[src/rtl/sps_cmd_arbiter_if.sv]
// Requester-side bus of the SPS command arbiter.
//   req_i    : per-requester level request (bit n = requester n)
//   cmd0_i/1 : {rws[2:0], burst_en, burst_len[3:0], addr[19:0], wdata[15:0]}
//   gnt_o    : one-cycle grant pulse, command of that requester latched
//   done_o   : one-cycle completion pulse for the granted requester
//   rdata_o  : read data, valid with done_o and held until the next read done
//   err_o    : pulses with done_o when the command was rejected (rws = 000)
//   busy_o   : arbiter is not idle
// master: requester side, slave: arbiter side.
interface sps_cmd_arbiter_if;
  logic [1:0]  req_i;
  logic [43:0] cmd0_i;
  logic [43:0] cmd1_i;
  logic [1:0]  gnt_o;
  logic [1:0]  done_o;
  logic [15:0] rdata_o;
  logic        err_o;
  logic        busy_o;

  modport master (
    output req_i, cmd0_i, cmd1_i,
    input  gnt_o, done_o, rdata_o, err_o, busy_o
  );

  modport slave (
    input  req_i, cmd0_i, cmd1_i,
    output gnt_o, done_o, rdata_o, err_o, busy_o
  );
endinterface

[src/rtl/sps_cmd_arbiter.sv]
// Two-requester round-robin command arbiter driving a serial SPS shifter
// and collecting 16-bit read data from a serial PTS return line.
//   FPGA_clk / FPGA_rst_n : sole clock (rising edge), async active-low reset
//   bus                   : requester bus (slave modport)
//   SPS_clk_out           : shifter clock, HALF_DIV cycles low then high
//   SPS_rst_out           : shifter reset, high in IDLE and DONE
//   burst_en_out, mode_sel_out : latched burst_en for the transaction
//   burst_len_out, addr_out, data_out : serial lanes, LSB first, 20 periods
//   rws_out               : latched rws for the transaction
//   PTS_ser_data_in       : serial read data, LSB first, 16 periods
// Write: gnt..done spans 40*HALF_DIV+2 cycles; read: 72*HALF_DIV+2.
module sps_cmd_arbiter #(
  parameter int unsigned HALF_DIV = 2
) (
  input  logic                   FPGA_clk,
  input  logic                   FPGA_rst_n,
  sps_cmd_arbiter_if.slave       bus,
  output logic                   SPS_clk_out,
  output logic                   SPS_rst_out,
  output logic                   burst_en_out,
  output logic                   mode_sel_out,
  output logic                   burst_len_out,
  output logic                   addr_out,
  output logic                   data_out,
  output logic [2:0]             rws_out,
  input  logic                   PTS_ser_data_in
);

  // Phase counter spans 0..2*HALF_DIV-1 (up to 29); period counter runs
  // continuously 0..35 across SHIFT (0..19) and READ (20..35).
  localparam logic [4:0] PH_HI      = 5'(HALF_DIV);
  localparam logic [4:0] PH_LAST    = 5'(2 * HALF_DIV - 1);
  localparam logic [5:0] SHIFT_LAST = 6'd19;
  localparam logic [5:0] READ_LAST  = 6'd35;

  typedef enum logic [2:0] {IDLE, LOAD, SHIFT, READ, DONE} state_e;

  state_e      state_q, state_d;
  logic [43:0] cmd_q, cmd_d;
  logic        own_q, own_d;
  logic        last_q, last_d;
  logic [1:0]  gnt_q, gnt_d;
  logic [4:0]  ph_q, ph_d;
  logic [5:0]  per_q, per_d;
  logic [15:0] rsh_q, rsh_d;
  logic [15:0] rdata_q, rdata_d;
  logic        winner;

  logic [2:0]  cmd_rws;
  logic        cmd_burst_en;
  logic [3:0]  cmd_blen;
  logic [19:0] cmd_addr;
  logic [15:0] cmd_wdata;

  assign cmd_rws      = cmd_q[43:41];
  assign cmd_burst_en = cmd_q[40];
  assign cmd_blen     = cmd_q[39:36];
  assign cmd_addr     = cmd_q[35:16];
  assign cmd_wdata    = cmd_q[15:0];

  always_ff @(posedge FPGA_clk or negedge FPGA_rst_n) begin
    if (!FPGA_rst_n) begin
      state_q <= IDLE;
      cmd_q   <= '0;
      own_q   <= 1'b0;
      last_q  <= 1'b1;
      gnt_q   <= '0;
      ph_q    <= '0;
      per_q   <= '0;
      rsh_q   <= '0;
      rdata_q <= '0;
    end else begin
      state_q <= state_d;
      cmd_q   <= cmd_d;
      own_q   <= own_d;
      last_q  <= last_d;
      gnt_q   <= gnt_d;
      ph_q    <= ph_d;
      per_q   <= per_d;
      rsh_q   <= rsh_d;
      rdata_q <= rdata_d;
    end
  end

  always_comb begin
    state_d = state_q;
    cmd_d   = cmd_q;
    own_d   = own_q;
    last_d  = last_q;
    gnt_d   = '0;
    ph_d    = ph_q;
    per_d   = per_q;
    rsh_d   = rsh_q;
    rdata_d = rdata_q;
    winner  = 1'b0;

    unique case (state_q)
      IDLE: begin
        if (|bus.req_i) begin
          // Both requesting: the one not granted last wins.
          winner  = (bus.req_i == 2'b11) ? ~last_q : bus.req_i[1];
          own_d   = winner;
          cmd_d   = winner ? bus.cmd1_i : bus.cmd0_i;
          gnt_d   = winner ? 2'b10 : 2'b01;
          ph_d    = '0;
          per_d   = '0;
          state_d = LOAD;
        end
      end
      LOAD: begin
        state_d = (cmd_rws == 3'b000) ? DONE : SHIFT;
      end
      SHIFT: begin
        if (ph_q == PH_LAST) begin
          ph_d  = '0;
          per_d = per_q + 6'd1;
          if (per_q == SHIFT_LAST) begin
            state_d = cmd_rws[0] ? DONE : READ;
          end
        end else begin
          ph_d = ph_q + 5'd1;
        end
      end
      READ: begin
        // Sample in the first high cycle of each SPS_clk period.
        if (ph_q == PH_HI) begin
          for (int unsigned k = 0; k < 16; k++) begin
            if (per_q == 6'(k + 20)) rsh_d[k] = PTS_ser_data_in;
          end
        end
        if (ph_q == PH_LAST) begin
          ph_d  = '0;
          per_d = per_q + 6'd1;
          if (per_q == READ_LAST) begin
            // rsh_d already holds the final sample when HALF_DIV = 1.
            rdata_d = rsh_d;
            state_d = DONE;
          end
        end else begin
          ph_d = ph_q + 5'd1;
        end
      end
      DONE: begin
        last_d  = own_q;
        state_d = IDLE;
      end
      default: state_d = IDLE;
    endcase
  end

  always_comb begin
    SPS_clk_out   = ((state_q == SHIFT) || (state_q == READ)) && (ph_q >= PH_HI);
    SPS_rst_out   = (state_q == IDLE) || (state_q == DONE);
    burst_en_out  = (state_q != IDLE) && cmd_burst_en;
    mode_sel_out  = (state_q != IDLE) && cmd_burst_en;
    rws_out       = (state_q != IDLE) ? cmd_rws : 3'b000;
    addr_out      = 1'b0;
    data_out      = 1'b0;
    burst_len_out = 1'b0;
    if (state_q == SHIFT) begin
      addr_out      = cmd_addr[per_q[4:0]];
      data_out      = (per_q < 6'd16) ? cmd_wdata[per_q[3:0]] : 1'b0;
      burst_len_out = (per_q < 6'd4) ? cmd_blen[per_q[1:0]] : 1'b0;
    end
  end

  assign bus.gnt_o   = gnt_q;
  assign bus.done_o  = (state_q == DONE) ? (own_q ? 2'b10 : 2'b01) : 2'b00;
  assign bus.err_o   = (state_q == DONE) && (cmd_rws == 3'b000);
  assign bus.busy_o  = (state_q != IDLE);
  assign bus.rdata_o = rdata_q;

endmodule

[src/flat_wrapper.sv]
// flat-port wrapper written by rule: the top's interface ports become plain ports
module sps_cmd_arbiter_flat 
#(
  parameter int unsigned HALF_DIV = 2
)
  (FPGA_clk, FPGA_rst_n, SPS_clk_out, SPS_rst_out, burst_en_out, mode_sel_out, burst_len_out, addr_out, data_out, rws_out, PTS_ser_data_in, bus_req_i, bus_cmd0_i, bus_cmd1_i, bus_gnt_o, bus_done_o, bus_rdata_o, bus_err_o, bus_busy_o);
  sps_cmd_arbiter_if bus_i ();
  input  logic FPGA_clk;
  input  logic FPGA_rst_n;
  output logic SPS_clk_out;
  output logic SPS_rst_out;
  output logic burst_en_out;
  output logic mode_sel_out;
  output logic burst_len_out;
  output logic addr_out;
  output logic data_out;
  output logic [2:0] rws_out;
  input  logic PTS_ser_data_in;
  input wire logic [$bits(bus_i.req_i)-1:0] bus_req_i;
  input wire logic [$bits(bus_i.cmd0_i)-1:0] bus_cmd0_i;
  input wire logic [$bits(bus_i.cmd1_i)-1:0] bus_cmd1_i;
  output wire logic [$bits(bus_i.gnt_o)-1:0] bus_gnt_o;
  output wire logic [$bits(bus_i.done_o)-1:0] bus_done_o;
  output wire logic [$bits(bus_i.rdata_o)-1:0] bus_rdata_o;
  output wire logic [$bits(bus_i.err_o)-1:0] bus_err_o;
  output wire logic [$bits(bus_i.busy_o)-1:0] bus_busy_o;
  assign bus_i.req_i = bus_req_i;
  assign bus_i.cmd0_i = bus_cmd0_i;
  assign bus_i.cmd1_i = bus_cmd1_i;
  assign bus_gnt_o = bus_i.gnt_o;
  assign bus_done_o = bus_i.done_o;
  assign bus_rdata_o = bus_i.rdata_o;
  assign bus_err_o = bus_i.err_o;
  assign bus_busy_o = bus_i.busy_o;
  sps_cmd_arbiter #(.HALF_DIV(HALF_DIV)) u_core (.FPGA_clk(FPGA_clk), .FPGA_rst_n(FPGA_rst_n), .bus(bus_i), .SPS_clk_out(SPS_clk_out), .SPS_rst_out(SPS_rst_out), .burst_en_out(burst_en_out), .mode_sel_out(mode_sel_out), .burst_len_out(burst_len_out), .addr_out(addr_out), .data_out(data_out), .rws_out(rws_out), .PTS_ser_data_in(PTS_ser_data_in));
endmodule
[config.mk]
export PLATFORM = sky130hd
export DESIGN_NAME = sps_cmd_arbiter_flat
export DESIGN_NICKNAME = d
export VERILOG_FILES = /design/src/rtl/sps_cmd_arbiter_if.sv /design/src/rtl/sps_cmd_arbiter.sv /design/src/flat_wrapper.sv
export SDC_FILE = /design/constraint.sdc
export NUM_CORES = 1
export LEC_CHECK = 0
export ABC_CLOCK_PERIOD_IN_PS = 2500
export CAP_MARGIN = 15
export CORE_MARGIN = 10
export CORE_UTILIZATION = 45
export DETAILED_ROUTE_END_ITERATION = 12
export DONT_BUFFER_PORTS = 1
export GPL_ROUTABILITY_DRIVEN = 0
export GPL_TIMING_DRIVEN = 0
export HOLD_SLACK_MARGIN = 0.15
export MAX_ROUTING_LAYER = met4
export PLACE_DENSITY = 0.58
export SETUP_SLACK_MARGIN = 0.1
export SYNTH_ARGS = -nofsm -noshare
export SYNTH_HDL_FRONTEND = slang
export SYNTH_SLANG_ARGS = --single-unit
[constraint.sdc]
create_clock -name FPGA_clk -period 2.5 [get_ports FPGA_clk]
set_clock_uncertainty 0.2 [all_clocks]
set_input_delay 0.25 -clock FPGA_clk [delete_from_list [all_inputs] [get_ports FPGA_clk]]
set_output_delay 0.25 -clock FPGA_clk [all_outputs]
set_load 0.02 [all_outputs]
==> results of run 1 <==
-- worst paths after layout --
kind | from | endpoint | slack (ns)
max in group asynchronous | FPGA_rst_n | u_core.last_q | 2.53
min | FPGA_rst_n | u_core.bus.rdata_o[4] | -0.63
min reg2reg | u_core.cmd_q[7] | u_core.cmd_q[7] | 0.28
min in group FPGA_clk | bus_req_i[0] | u_core.bus.gnt_o[1] | 0.19
max | u_core.per_q[0] | data_out | 0.09
max reg2reg | u_core.per_q[0] | u_core.bus.rdata_o[4] | 0.24
-- synthesized netlist by cell type (4+ instances only) --
library cell	n	area (µm²)
o41ai_1	9	78.8
mux2i_1	5	50.1
nor4_1	4	25.0
and3_1	4	25.0
mux4_2	9	203
a21o_1	5	37.5
mux2_4	10	150
dfrtp_1	93	2330
nand2b_1	5	31.3
buf_2	9	45.0
mux2_2	11	124
ha_1	6	75.1
and2_1	5	31.3
o21ai_0	64	320
a22oi_1	43	323
clkbuf_1	25	93.8
nor2b_1	7	43.8
a21oi_1	10	50.1
nand2_1	60	225
nand3_1	21	105
inv_1	14	52.6
nor2_1	10	37.5
a31oi_1	6	37.5
-- kinds of logic after synthesis --
logic type	count (synthesis)	synth area share, %
DFF	94	47.9
buffers and inverters	55	5.07
AOI/OAI and AO/OA	154	19.9
and+or+nand+nor	139	14.9
adders and majority gates	6	1.53
muxes	35	10.7
-- layout by cell type (no fill, tap or decap), types with 5 or more instances in the layout --
master         count
o41ai_1            9
nand2_1           60
buf_6              5
ha_1               6
inv_1             14
dfrtp_1           92
a21oi_1           10
a22oi_1           43
dlygate4sd3_1     91
a31oi_1            6
clkbuf_1          23
nor2_1             9
mux2_2            11
nand3_1           20
mux4_2             9
clkbuf_8          11
o21ai_0           63
nor2b_1            7
mux2_4            10
a21o_1             5
buf_4             10
-- power groups by stage --
stage               clock, mW  sequential [mW]  combinational [mW]
global placement            0             2.35                2.31
detailed placement          0             2.38                2.35
global route             1.14             2.41                3.08
floorplan                   0             2.26                1.83
CTS                      1.06             2.35                2.67
finish                   1.04             2.35                2.79
-- layout make-up --
cell class | instances | area share, %
multi-input cells | 334 | 37.3
flip-flops and latches | 94 | 37.0
repair buffers | 99 | 15.3
plain buffers | 41 | 3.73
well taps | 140 | 2.75
clock buffers | 12 | 2.43
inverters | 14 | 0.825
clock inverters | 4 | 0.707
diodes | 1 | 0.0393
-- per-stage QoR --
step | std cells | hold WS (ns) | total power [mW] | util, %
floorplan | 483 | -0.246 | 4.09 | -
global placement | 623 | -0.242 | 4.66 | 47.3
detailed placement | 623 | -0.243 | 4.73 | 47.3
CTS | 735 | -0.650 | 6.08 | 58.7
global route | 739 | -0.664 | 6.63 | 59.3
finish | 739 | -0.630 | 6.19 | 59.3
-- routing by layer --
metal / track usage, % / vias to the layer above
met2: 31.4 / 153
met1: 22.9 / 2066
li1: - / 1987
met4: 6.79 / 0
met3: 4.98 / 21
met5: - / -
-- flip-flops by register name (all words and copies together), names as in the netlist --
name                cells
u_core.bus.gnt_o        2
u_core.bus.rdata_o     16
u_core.cmd_q           44
u_core.last_q           1
u_core.own_q            1
u_core.per_q            6
u_core.ph_q             5
u_core.rsh_q           16
u_core.state_q          3
-- worst max-delay path, cell delays in order, from the launching register on --
cell and delay, ns:
dfrtp_2 0.51, buf_4 0.16, mux4_2 0.54, a211oi_2 0.28, a211oi_4 0.11
-- repair_timing --
item / in CTS / in global routing
setup endpoints to repair: 17 / 16
gates resized for setup: 23 / 14
cloned: 0 / 0
setup buffers: 5 / 3
pin swaps: 3 / 3
endpoints found under the hold margin: 142 / 94
==> reports/metrics.yaml, run 1 <==
drt:
  vias: 4227
  wl_met1_mm: 6.02
  first_pass_iters: 6
  wl_met2_mm: 7.41
  wl_met3_um: 878
  first_iter_violations: 391
  ant_nets: 0
  vias_per_cell: 5.72
  top_layer: "met4"
  wire_per_inst_um: 19.7
  drc: 0
  routed_wl_mm: 14.6
power:
  cell_internal_pwr_mw: 3.71
  power.share.combinational_pct: 45.2
  p_switching_mw: 2.48
  p_per_area_mw_per_mm2: 971
  irDropWorstVdd_mv: 0.543
  sw_frac_of_total_pct: 40.0
  p_leak_nw: 2.74
  clkPwrFrac_pct: 16.8
  seq_power_share_pct: 38.0
synthesis:
  yosysWarnings: 0
  synth_cells: 483
  synthArstFlopShare_pct: 100
  syn-cell-area_mm2: 0.00491
  synth_edf_count: 0
  synth_nets: 582
  ys_seq_area_share_pct: 47.9
  syn_area_per_cell_um2: 10.2
  synth-seq-cells: 94
  ys.flop_type: "dfrtp_1"
  synth.distinct_cells: 54
clock_tree:
  cts-buffers-inserted: 9
  hold_buffers: 91
  cts_buffer_depth: 2
  insertion_delay_ns: 0.37
  cts_max_level: 3
  cts_tree: "yes"
  clk_pin_slew_ns: 0.09
  cts_root_buf: "clkbuf_8"
  cts.sinks: 94
placement:
  io_buffers: 0
  placed_area_mm2: 0.00509
  post-place-ws_ns: -0.0649
  dp_hpwl_mm: 9.54
worst_setup_path:
  crit_arrival_ns: 1.96
  critPathKind: "flip-flop to primary output"
  rr_worst_depth: 7
  worstPathRequired_ns: 2.05
  crit_fanout: 6
  crit_path_start_kind: "flip-flop"
  cp-end-kind: "primary output"
sta:
  min_period_ns: 2.41
  setup_tns_ns: 0
  max_freq_mhz: 415
  worst_slew_pin_slew_ns: 0.703
  timing.final.crit_share_pct: 96.4
  hold_viol: 94
  setup_ws_ns: 0.0890
  slew_headroom_pct: 52.8
  final-setup-viol-count: 0
  rsz0062_at_grt: "yes"
  slew_violations: 0
  holdWs_ns: -0.630
cells_and_area:
  drive_gt1_share_pct: 15.2
  fill_cells: 902
  area_growth_pct: 29.7
  num-nets-final: 692
  final_area_mm2: 0.00637
  multiInputGateArea_mm2: 0.00237
  ff_latch_area_mm2: 0.00235
floorplan:
  io_pins: 125
  start_util_pct: 45.7
  num_rows: 38
  fp.dieH_um: 124
  fp.dieW_um: 124
  die-area_mm2: 0.0155
  core_mm2: 0.0107
global_route:
  grt_use_total_pct: 19.4
  grt_pass1_wl_mm: 24.2
  antenna_found_initial: 1
  grt_max_degree: 95
  grt_overflow: 0
  grt_pass1_vias: 4599
status:
  run_status: "finished, violations left"
  violations: "hold timing"
job:
  drv_cap: 0
min_path:
  hp-class: "input pin to asynchronous set/reset pin"
No activity file was read; power rests on OpenSTA's default activity.
==> run 2, diff against run 1 <==
--- a/config.mk
+++ b/config.mk
@@ -16,7 +16,7 @@
 export HOLD_SLACK_MARGIN = 0.15
 export MAX_ROUTING_LAYER = met4
 export PLACE_DENSITY = 0.58
-export SETUP_SLACK_MARGIN = 0.1
+export SETUP_SLACK_MARGIN = 0.5
 export SYNTH_ARGS = -nofsm -noshare
 export SYNTH_HDL_FRONTEND = slang
 export SYNTH_SLANG_ARGS = --single-unit
==> reports/metrics.yaml, run 2 (same netlist as run 1, synthesis figures left out) <==
clock_tree:
  hold_buffers: 91  # unchanged
  cts.sinks: 94  # unchanged
  cts_max_level: 3  # unchanged
  insertion_delay_ns: 0.37  # about the same
  cts_buffer_depth: 2  # unchanged
  cts_root_buf: "clkbuf_8"
  clk_pin_slew_ns: 0.11  # +0.02 ns
  cts_tree: "yes"
  cts-buffers-inserted: 9  # unchanged
global_route:
  grt_pass1_wl_mm: 25.6  # +5.9%
  use_met3_pct: 4.68  # -0.30 points
  groute.layer.met2.usage_pct: 34.2  # +2.9 points
  gr-usage-met1_pct: 23.7  # +0.73 points
  grt_overflow: 0  # unchanged
  grt_max_degree: 95  # unchanged
  grt_use_total_pct: 20.5  # +1.1 points
  grt_pass1_vias: 4723  # +2.7%
  antenna_found_initial: 1  # unchanged
  busiest_layer: "met2"
floorplan:
  io_pins: 125  # unchanged
  core_mm2: 0.0107  # unchanged
  num_rows: 38  # unchanged
  fp.dieH_um: 124  # unchanged
  fp.dieW_um: 124  # unchanged
  die-area_mm2: 0.0155  # unchanged
  start_util_pct: 45.7  # unchanged
sta:
  max_freq_mhz: 420  # +1.3%
  worst_slew_pin_slew_ns: 0.738  # +0.0345 ns
  timing.final.crit_share_pct: 95.2  # -1.2 points
  slew_violations: 0  # unchanged
  holdWs_ns: -0.642  # -0.0119 ns
  hold_viol: 94  # unchanged
  min_period_ns: 2.38  # -0.0306 ns
  final-setup-viol-count: 0  # unchanged
  slew_headroom_pct: 50.8  # -2.0 points
  rsz0062_at_grt: "yes"
  setup_tns_ns: 0  # unchanged
drt:
  routed_wl_mm: 16.3  # +12%
  first_pass_iters: 5  # -1
  drc: 0  # unchanged
  vias: 4541  # +7.4%
  vias_per_cell: 5.82  # +1.8%
  first_iter_violations: 414  # +5.9%
  ant_nets: 0  # unchanged
  wire_per_inst_um: 20.9  # +6.1%
worst_setup_path:
  r2r_end: "u_core.bus.rdata_o[10]"
  r2r_slack_ns: 0.23  # about the same
  rr_worst_depth: 9  # +2
  critPathLaunch: "u_core.per_q[1]"
  cp-end-kind: "primary output"
  crit_path_start_kind: "flip-flop"
  worstPathRequired_ns: 2.05  # about the same
  crit_fanout: 6  # unchanged
  r2r_start: "u_core.per_q[0]"
  critPathKind: "flip-flop to primary output"
  crit_arrival_ns: 1.93  # -0.03 ns
cells_and_area:
  most-common-layout-cells: "dlygate4sd3_1 (91), dfrtp_1 (90), o21ai_0 (57), nand2_1 (53), a22oi_1 (43)"
  final_common_cell: "dlygate4sd3_1"
  top_register: "u_core.cmd_q"
  num-nets-final: 733  # +5.9%
  area_growth_pct: 48.6
  largest_reg_flops: 44  # unchanged
  utilization_pct: 67.9  # +8.6 points
  drive_gt1_share_pct: 31.8  # +17 points
placement:
  io_buffers: 0  # unchanged
  dp_hpwl_mm: 9.44  # -1.1%
status:
  violations: "hold timing"
  run_status: "finished, violations left"
min_path:
  hp-class: "input pin to asynchronous set/reset pin"
power:
  irDropWorstVdd_mv: 0.538  # -0.81%
  p_leak_nw: 3.18  # +16%
  finalPower_mw: 7.14  # +15%
  p_per_area_mw_per_mm2: 978  # +0.68%
job:
  drv_cap: 0  # unchanged
run 2: changes by cell type in the layout (fill, tap and decap cells not counted), sizes merged:
cell and delta:
clkinv -3, inv +1, clkinvlp +2, bufinv +1, buf +40
run 2: through the flow:
stage	hold slack (ns)	worst slack, ns	instances	cell area [µm²]
after global placement	-0.242	0.0549	623	5090
after detailed placement	-0.242	0.0274	623	5090
final	-0.642	0.120	780	7300
after floorplan	-0.246	0.503	483	4920
after CTS	-0.645	0.118	760	6800
after global routing	-0.664	0.0451	780	7300
run 2: what timing repair did:
action	in CTS	in global routing
buffers inserted	27	18
cloned	3	1
gates resized for setup	86	103
pin swaps	8	21
setup endpoints to repair	88	94
endpoints found under the hold margin	142	94
run 2: power by group:
part           switching [mW]  internal (mW)  leakage, nW
Clock                   0.577          0.569        0.100
Combinational            1.88           1.74         1.93
Sequential              0.362           2.01         1.16
run 2: cell type report:
class                   instances  area [µm²]
plain buffers                  41         349
clock buffers                  11         131
flip-flops and latches         94        2360
well taps                     140         175
diodes                          1        2.50
multi-input cells             334        2720
fillers                       782        3450
clock inverters                 5        83.8
inverters                      14        52.6
repair buffers                140        1420
run 2: how the worst max path moves through the flow:
stage	endpoint	slack, ns	cells after the start
floorplan	addr_out	0.50	6
CTS	addr_out	0.12	5
detailed placement	u_core.bus.rdata_o[15]	0.03	7
global route	addr_out	0.05	6
finish	addr_out	0.12	5
global placement	u_core.bus.rdata_o[15]	0.05	7
run 2: critical path, stage by stage, from the launching register on:
cell and delay (ns):
dfrtp_1 0.41, buf_6 0.15, mux4_2 0.35, mux2i_2 0.07, a311oi_1 0.31, o21a_2 0.27
run 2: metal layers:
metal / share of wire, % / wire length (µm)
met1: 40 / 6490
met2: 52 / 8540
met3: 5.9 / 968
met4: 1.8 / 286
met5: 0 / 0
